**src/rtl/vx_sched_pkg.sv**
```systemverilog
// Shared types and constants for the multi-warp fetch scheduler.
package vx_sched_pkg;

    localparam int NUM_WARPS   = 4;
    localparam int NUM_THREADS = 4;
    localparam int WARP_W      = $clog2(NUM_WARPS);

    localparam logic [31:0]            PC_INCR    = 32'h4;
    localparam logic [NUM_THREADS-1:0] RESET_MASK = NUM_THREADS'(1);

    // The mask field is sized by NUM_THREADS, so the scheduler's NT must match it.
    typedef struct packed {
        logic [31:0]            pc;
        logic [NUM_THREADS-1:0] mask;
        logic                   active;
    } warp_state_t;

endpackage

```
**src/rtl/vx_rr_arbiter.sv**
```systemverilog
// Combinational rotating-priority arbiter: the search starts one past last_grant.
module vx_rr_arbiter #(
    parameter int NW = 4,
    parameter int WW = $clog2(NW)
) (
    input  logic [NW-1:0] req,
    input  logic [WW-1:0] last_grant,
    output logic [NW-1:0] grant,
    output logic [WW-1:0] grant_idx,
    output logic          any_grant
);

    always_comb begin
        logic [WW-1:0] cand;
        cand      = '0;
        grant     = '0;
        grant_idx = '0;
        any_grant = 1'b0;
        // NW is a power of two, so the index wraps naturally at WW bits.
        for (int i = 0; i < NW; i++) begin
            cand = last_grant + WW'(i + 1);
            if (!any_grant && req[cand]) begin
                any_grant   = 1'b1;
                grant[cand] = 1'b1;
                grant_idx   = cand;
            end
        end
    end

endmodule

```
**src/rtl/vx_warp_scheduler.sv**
```systemverilog
// Per-warp PC/mask/active tracking with round-robin fetch selection and same-cycle redirect bypass.
module vx_warp_scheduler
    import vx_sched_pkg::*;
#(
    parameter int          NW       = NUM_WARPS,
    parameter int          NT       = NUM_THREADS,
    parameter logic [31:0] PC_RESET = 32'h0
) (
    input  logic                  clk,
    input  logic                  reset,
    input  logic                  stall,
    input  logic                  in_jal,
    input  logic [$clog2(NW)-1:0] in_jal_warp,
    input  logic [31:0]           in_jal_dest,
    input  logic                  in_branch_dir,
    input  logic [$clog2(NW)-1:0] in_branch_warp,
    input  logic [31:0]           in_branch_dest,
    input  logic                  in_change_mask,
    input  logic [$clog2(NW)-1:0] in_mask_warp,
    input  logic [NT-1:0]         in_thread_mask,
    input  logic                  in_wspawn,
    input  logic [31:0]           in_wspawn_pc,
    input  logic                  in_whalt,
    input  logic [$clog2(NW)-1:0] in_whalt_warp,
    output logic                  out_issue,
    output logic [$clog2(NW)-1:0] out_warp_num,
    output logic [31:0]           out_PC,
    output logic [NT-1:0]         out_valid,
    output logic [NW-1:0]         out_active
);

    localparam int WW = $clog2(NW);

    warp_state_t   st [NW];
    logic [NT-1:0] mask_eff [NW];
    logic [31:0]   pc_byp [NW];
    logic [NW-1:0] eligible;
    logic [NW-1:0] grant;
    logic [WW-1:0] sel;
    logic [WW-1:0] last_grant;
    logic          any_grant;

    // Effective mask and PC fold in this cycle's execute updates before arbitration.
    always_comb begin
        for (int w = 0; w < NW; w++) begin
            mask_eff[w] = (in_change_mask && in_mask_warp == WW'(w)) ? in_thread_mask : st[w].mask;
            eligible[w] = st[w].active && (mask_eff[w] != '0) &&
                          !(in_whalt && in_whalt_warp == WW'(w));
            if (in_jal && in_jal_warp == WW'(w))
                pc_byp[w] = in_jal_dest;
            else if (in_branch_dir && in_branch_warp == WW'(w))
                pc_byp[w] = in_branch_dest;
            else
                pc_byp[w] = st[w].pc;
        end
    end

    vx_rr_arbiter #(.NW(NW)) u_arb (
        .req        (eligible),
        .last_grant (last_grant),
        .grant      (grant),
        .grant_idx  (sel),
        .any_grant  (any_grant)
    );

    // Handshake: out_issue is the fetch valid and stall is the inverse of ready; a warp is
    // consumed (PC advances, pointer rotates) only on a cycle where out_issue is high.
    assign out_issue    = any_grant && !stall && reset;
    assign out_warp_num = sel;
    assign out_PC       = pc_byp[sel];
    assign out_valid    = out_issue ? mask_eff[sel] : '0;

    always_comb begin
        out_active = '0;
        for (int w = 0; w < NW; w++) out_active[w] = st[w].active;
    end

    always_ff @(posedge clk or negedge reset) begin
        if (!reset) begin
            last_grant <= WW'(NW - 1);
            for (int w = 0; w < NW; w++) begin
                st[w].pc     <= (w == 0) ? PC_RESET : 32'h0;
                st[w].mask   <= (w == 0) ? RESET_MASK : '0;
                st[w].active <= (w == 0);
            end
        end else begin
            if (out_issue) last_grant <= sel;
            for (int w = 0; w < NW; w++) begin
                if (in_whalt && in_whalt_warp == WW'(w))
                    st[w].active <= 1'b0;
                else if (out_issue && grant[w])
                    st[w].pc <= pc_byp[w] + PC_INCR;
                else if (in_jal && in_jal_warp == WW'(w))
                    st[w].pc <= in_jal_dest;
                else if (in_branch_dir && in_branch_warp == WW'(w))
                    st[w].pc <= in_branch_dest;

                if (in_change_mask && in_mask_warp == WW'(w))
                    st[w].mask <= in_thread_mask;

                // Spawn only revives warps 1..NW-1; warp 0 comes back through reset.
                if (in_wspawn && !st[w].active && w != 0) begin
                    st[w].active <= 1'b1;
                    st[w].pc     <= in_wspawn_pc;
                    st[w].mask   <= RESET_MASK;
                end
            end
        end
    end

endmodule

```
**config.mk**
```make
export PLATFORM = sky130hd
export DESIGN_NAME = vx_warp_scheduler
export DESIGN_NICKNAME = d
export VERILOG_FILES = /design/src/rtl/vx_sched_pkg.sv /design/src/rtl/vx_rr_arbiter.sv /design/src/rtl/vx_warp_scheduler.sv
export SDC_FILE = /design/constraint.sdc
export NUM_CORES = 1
export LEC_CHECK = 0
export ABC_AREA = 1
export CAP_MARGIN = 20
export CORE_AREA = 4 4 247 249
export CTS_CLUSTER_DIAMETER = 200
export DETAILED_ROUTE_END_ITERATION = 12
export DIE_AREA = 0 0 251 253
export GPL_ROUTABILITY_DRIVEN = 0
export PLACE_DENSITY = 0.45
export SKIP_LAST_GASP = 1
export SYNTH_ARGS = -nofsm -noshare
export SYNTH_HDL_FRONTEND = slang
export SYNTH_HIERARCHICAL = 1
export SYNTH_SLANG_ARGS = --single-unit
```
**constraint.sdc**
```tcl
create_clock -name clk -period 6.75 [get_ports clk]
set_input_delay 2.025 -clock clk [delete_from_list [all_inputs] [get_ports clk]]
set_output_delay 2.025 -clock clk [all_outputs]
set_load 0.01 [all_outputs]
```
# After elaboration in Yosys (flattened, before gate mapping)
# Cells that the tools add are included.
[totals]
ff_bits = 150
out_inout_bits = 43
word_cells = 170
input_bits = 116
[classes]
bitwise_logic = 4
eq_ne = 15
n_addsub = 7
mux = 60
order_cmp = 9
n_reduce_logical = 62
[ops]
columns = ["op", "count"]
rows = [
  ["32-bit 2-to-1 mux", 17],
  ["32-bit by 3-bit adder with 32-bit output, second input constant", 4],
  ["37-bit 2-to-1 mux", 3],
  ["32-bit binary-select mux with 2-bit select", 1],
  ["4-bit 2-to-1 mux", 11],
  ["1-bit logical AND", 40],
  ["2-bit equality test, second input constant", 8],
  ["4-bit nonzero test", 4],
  ["1-bit 2-to-1 mux", 15],
  ["2-bit by 3-bit less-than comparator with 1-bit output, second input constant", 4],
  ["4-bit OR", 3],
  ["1-bit zero test", 11],
  ["1-bit binary-select mux with 2-bit select", 4],
  ["4-bit binary-select mux with 2-bit select", 1],
  ["1-bit demux with 2-bit select", 4],
  ["2-bit by 1-bit equality test with 1-bit output, second input constant", 4],
  ["2-bit by 1-bit greater-or-equal comparator with 1-bit output, second input constant", 4],
  ["2-bit zero test", 4],
  ["2-bit 2-to-1 mux", 4],
  ["2-bit by 1-bit != test with 1-bit output, second input constant", 3],
  ["2-bit nonzero test", 3],
  ["2-bit adder, second input constant", 2],
  ["3-bit greater-or-equal comparator, second input constant", 1],
  ["2-bit NOT with 3-bit output", 1],
  ["2-bit by 1-bit adder with 2-bit output, second input constant", 1],
]

# Depth between registers and ports, before layout
[logic_depth]
depth_word = 24
depth_mapped = 27
depth_no_buf = 26

# Cells and area by module
# The synthesis kept the hierarchy.
[by_module_without_submodules]
columns = ["mod", "cells_each", "instances", "area_per_inst_um2", "seq_area_each_um2"]
rows = [
  ["vx_warp_scheduler", 2657, 1, 15319.7, 3758.6],
  ["vx_rr_arbiter", 74, 1, 457.9, 0.0],
]

# Worst setup path before layout
# No wires, ideal clock.
[synth_timing]
path_kind = "input to output"
from = "input port in_mask_warp[1]"
to = "output port out_PC[0]"
arrival_ps = 4730
path_buffers = 2
slack_ps = -5
required_ps = 4725
path_stages = 18
cell_sequence = "inv_1 > nor3_1 > inv_1 > o21ai_0 > inv_1 > nor4_1 > nor3_1 > inv_1 > nand2_1 > nand2_1 > inv_1 > nor2_2 > nand3_1 > a21oi_2 > clkbuf_1 > clkbuf_1 > nor2_1 > o21ai_0"
[synth_via]
elab_chain_len = 22
word_cells_on_any_way = 49
cone_classes = "3 x eq/ne; 22 x mux; 1 x bitwise; 23 x reduce/logical"
[synth_rtl]
columns = ["item", "line_no", "rtl"]
rows = [
  ["start, declared", "vx_warp_scheduler.sv:19", "input logic [$clog2(NW)-1:0] in_mask_warp,"],
  ["2-bit equality test (*)", "vx_warp_scheduler.sv:46", "mask_eff[w] = (in_change_mask && in_mask_warp == WW'(w)) ? in_thread_mask : st[w].mask;"],
  ["1-bit logical AND (*)", "vx_warp_scheduler.sv:46", ""],
  ["4-bit 2-to-1 mux (*)", "n/a", ""],
  ["4-bit nonzero test (*)", "vx_warp_scheduler.sv:47", "eligible[w] = st[w].active && (mask_eff[w] != '0) &&"],
  ["1-bit logical AND (*) (2 in a row)", "vx_warp_scheduler.sv:47", ""],
  ["via eligible[2]", "vx_warp_scheduler.sv:37", "logic [NW-1:0] eligible;"],
  ["1-bit binary-select mux with 2-bit select", "vx_rr_arbiter.sv:22", "if (!any_grant && req[cand]) begin"],
  ["1-bit 2-to-1 mux (implied by the code)", "vx_rr_arbiter.sv:22", ""],
  ["[... 6 more ...]", "n/a", ""],
  ["1-bit 2-to-1 mux", "vx_rr_arbiter.sv:22", ""],
  ["1-bit zero test", "vx_rr_arbiter.sv:22", ""],
  ["1-bit logical AND", "vx_rr_arbiter.sv:22", ""],
  ["2-bit 2-to-1 mux (*)", "vx_rr_arbiter.sv:22", ""],
  ["via out_warp_num[0]", "vx_warp_scheduler.sv:26", "output logic [$clog2(NW)-1:0] out_warp_num,"],
  ["2-bit NOT with 3-bit output (implied by the code) (*)", "vx_warp_scheduler.sv:70", "assign out_PC = pc_byp[sel];"],
  ["32-bit binary-select mux with 2-bit select (*)", "vx_warp_scheduler.sv:70", ""],
  ["32-bit 2-to-1 mux (implied by the code) (*) (2 in a row)", "vx_warp_scheduler.sv:70", ""],
  ["end, declared", "vx_warp_scheduler.sv:27", "output logic [31:0] out_PC,"],
]
# The timed path passes the listed nets; every way through them passes the cells marked *. The select of a mux whose other input is x is not followed.

# Final worst setup path
[layout_timing]
from = "input port in_mask_warp[0]"
to = "output port out_PC[19]"
[layout_via]
elab_chain_len = 22
word_cells_on_any_way = 49
cone_classes = "3 x eq/ne; 22 x mux; 1 x bitwise; 23 x reduce/logical"
[layout_rtl]
columns = ["item", "line_no"]
rows = [
  ["2-bit equality test (*)", "vx_warp_scheduler.sv:46"],
  ["1-bit logical AND (*)", "vx_warp_scheduler.sv:46"],
  ["4-bit 2-to-1 mux (*)", "n/a"],
  ["4-bit nonzero test (*)", "vx_warp_scheduler.sv:47"],
  ["1-bit logical AND (*) (2 in a row)", "vx_warp_scheduler.sv:47"],
  ["via eligible[2]", "vx_warp_scheduler.sv:37"],
  ["1-bit binary-select mux with 2-bit select", "vx_rr_arbiter.sv:22"],
  ["1-bit 2-to-1 mux (implied by the code)", "vx_rr_arbiter.sv:22"],
  ["[... 5 more ...]", "n/a"],
  ["1-bit logical AND", "vx_rr_arbiter.sv:22"],
  ["1-bit 2-to-1 mux", "vx_rr_arbiter.sv:22"],
  ["1-bit zero test", "vx_rr_arbiter.sv:22"],
  ["1-bit logical AND", "vx_rr_arbiter.sv:22"],
  ["2-bit 2-to-1 mux (*)", "vx_rr_arbiter.sv:22"],
  ["2-bit NOT with 3-bit output (implied by the code) (*)", "vx_warp_scheduler.sv:70"],
  ["32-bit binary-select mux with 2-bit select (*)", "vx_warp_scheduler.sv:70"],
  ["32-bit 2-to-1 mux (implied by the code) (*) (2 in a row)", "vx_warp_scheduler.sv:70"],
]
# Marks and branches as above.

==> results.md <==
* Largest net degree at the start of global routing at 62
* Switching pwr at approximately 5.3 mW
* Switching fraction of total power at 49.0%
* CTS Root Cell: clkbuf_16
* Final antenna-violating net count at 0
* Warnings, synthesis at 6
* Fin worst setup slack at -0.311 ns
* Met3 Track Usage GR at between 6 and 7%
* PortBufs at 158
* Ys async rst share at 100%
* Routed wire length at 85,000 um
* Global-route wire length before repair at approximately 120,000 um
* R2R Path Start: last_grant[0]$_DFFE_PN1P_
* Setup CP Type: in -> out
* Grt met1 use at a little over a third
* Worst-path clk slew at ~0.070 ns
* Core ar. at 58,700 sq um
* Vias per cell at 5.20
* Count leader, synth: nand2_1
* Final Hold Fails at 0
* Area Overhead vs Synth at 39.5%
* Total CTS buffers at 17
* Synth top cells by count: nand2_1, inv_1, nand3_1, nor2_1, o21ai_0
* Clock latency on the worst-skew pair at around 0.5 ns
* Internal power at approximately 5.5 mW
* Syn_nets at 2,859
* PD cells at 492 nW/um^2
* Hold depth at 2
* Critical path capture point type: output port
* DRC at 0
* Layout cell share with drive strength beyond 1 at 22.2%
* Gate power share at between 70% and 80%
* Number of antenna violations at the first check in global routing at 5
* Clock power share at under 10%
* GR Util met2 at between 30 and 40%
* Worst path required time at approximately 4.7 ns
* Synth area leaders: dfrtp_1, nand2_1, nand3_1
* Clock Skew at 0.00907 ns
* # hold bufs at CTS at 0
* Full die area at ~64,000 sq um
* H-tree depth at 4
* Sequential-to-total area share from yosys stat at 23.8%
* Final setup fails at 36
* Mean Syn Cell Area at roughly 5.8 sq um
* Clock sinks at 150
* # rows at 89
* RSZ-0062 raised after global routing: true
* Deepest clock path buffer count at 2
* Main flop type after synthesis: dfrtp_1
* Effective utilization at floorplan at 26.9%
* Worst r2r path cells at 22
* Cell Area, Synth at 15,800 sq um
* Vias in the first global route at ~19,000
* Yosys top cell by area: dfrtp_1
* Reg power frac at between 10% and 20%
* Sum Neg Setup Slack at -7.49 ns
* Synth Instances at 2,731
* Final worst path period share at 105%
* Hold Crit Endpoint: st[147]$_DFFE_PN0N_
* Half-perimeter wire length after placement at approximately 66,000 um
* Library cells used by synthesis at 53
* Top Usage Layer GRT: met2
* Die width at roughly 250 um
* Synthesis-stage register bit count at 150
* Chip height at ~250 um
* Routed via count at slightly above 20,000
* Worst hold path type: reg -> reg
* Critical Path AT at ~5.0 ns
* Fin Hold WS at 0.486 ns
* Post-synth EDFFs at 0
* Place WS at -1.21 ns
* Cell Count, Final, Fillers Out at 3,892
* Hold path start: st[147]$_DFFE_PN0N_
* RR Endpoint: st[107]$_DFFE_PN0P_
* Leak at approximately 11 nW
* CTS tree: done
* Routed len/inst at around 22 um
* DR iter-0 viols at around 2,600
* Fmax at about 140 MHz
* Max FO, Critical Path at 7
* Fin crit period at a little over 7 ns
* Worst slew pin tran at approximately 1.0 ns
* Max Cap Viol at 0
* Failing checks: negative setup slack
* Status: complete, but fails checks
* FF-to-FF setup slack at around 2.7 ns
* Rel. slew slack at between 30% and 40%
* Post-synth top area share at between 20% and 30%
* Final Max Tran Viols at 0
* Worst vdd ir at roughly 0.32 mV
* I/O pin total at between 150 and 200
* All-Layer GR Usage at 25.8%
* First-pass DRT Iterations at 6
* Startpoint Class: input port
* Placed Cells at approximately 3,800
* # nets final at approximately 3,200
* Overflow after GRT at 0
power by group through the flow:
stage,Sequential (mW),Clock (mW),Combinational (mW)
3_5_place_dp,1.38,0,5.97
3_3_place_gp,1.37,0,5.92
4_1_cts,1.37,1.05,7.51
5_1_grt,1.40,1.07,8.84
6_report,1.37,1.02,8.43
2_1_floorplan,1.33,0,3.03
placed cells by master (no fill, tap or decap), types with 31 or more instances in the layout:
master / n
nand3_1: 323
nand2_1: 917
buf_4: 253
nor2_2: 53
dfrtp_1: 146
buf_6: 33
o21ai_1: 40
nor2_1: 174
clkdlybuf4s50_1: 108
o22ai_1: 31
o21ai_0: 98
nand2_2: 54
a21oi_1: 55
nand4_1: 56
inv_1: 352
how the worst max path moves through the flow:
stage                          from            to  cells after the start
global route        in_mask_warp[0]     out_PC[1]                     23
global placement    in_mask_warp[1]    out_PC[26]                     23
CTS                 in_mask_warp[1]    out_PC[19]                     23
detailed placement  in_mask_warp[0]    out_PC[28]                     22
floorplan           in_mask_warp[1]  out_valid[0]                     18
finish              in_mask_warp[0]    out_PC[19]                     23
area by class of cell:
class                           count  area (sq um)
Inverter                          387          1480
Tap cell                          773           967
Sequential cell                   150          3760
Clock inverter                      9           101
Clock buffer                       22           474
Multi-Input combinational cell   2071         10700
Timing Repair inverter              1          7.51
Fill cell                        6322         36700
Antenna cell                        6          15.0
Timing Repair Buffer              473          4540
sequential cells by signal, indices dropped and copies added, names as in the netlist:
register and flops:
last_grant 2, out_active 4, st 144
routing by layer:
metal	part of all wire [%]	routed length, um
met5	0.048	41
met4	3.1	2610
met3	9.8	8340
met2	43	36200
met1	44	37800
kinds of logic (layout without fill, tap and decap cells):
logic type | Yosys count | in the layout | share of synthesized area (%)
and+or+nand+nor | 1666 | 1666 | 46.7
buffers and inverters | 510 | 892 | 13.6
AOI/OAI and AO/OA | 376 | 376 | 14.0
DFF | 150 | 150 | 23.8
xor gates and xnor gates | 14 | 14 | 0.777
adders and majority gates | 12 | 12 | 0.952
muxes | 3 | 3 | 0.190
other | 0 | 6 | 0
per-stage QoR:
step | power, mW | cell area (sq um) | util [%]
detailed placement | 7.35 | 19600 | 33.4
floorplan | 4.36 | 15800 | -
finish | 10.8 | 22000 | 37.5
CTS | 9.92 | 21400 | 36.5
global placement | 7.29 | 19600 | 33.4
global route | 11.3 | 22000 | 37.5
worst max-delay path, stage by stage:
cell     delay, ns
buf_6         0.11
nor3_4        0.19
inv_2         0.06
buf_4         0.13
o21ai_2       0.16
inv_2         0.07
nor4_4        0.35
nor3_4        0.08
inv_1         0.07
nand2_2       0.07
nand2_2       0.11
inv_2         0.05
nor2_4        0.13
nand3_4       0.09
a21oi_4       0.25
buf_12        0.15
buf_12        0.11
buf_8         0.13
buf_6         0.14
buf_16        0.14
a21oi_2       0.06
nor2_2        0.16
buf_2         0.17
repair_timing:
item	4_1_cts	5_1_grt
gates cloned	12	6
pin swaps	58	52
buffers inserted	58	19
resized for setup	357	109
setup endpoints to repair	39	58
(Power assumes the default switching activity.)
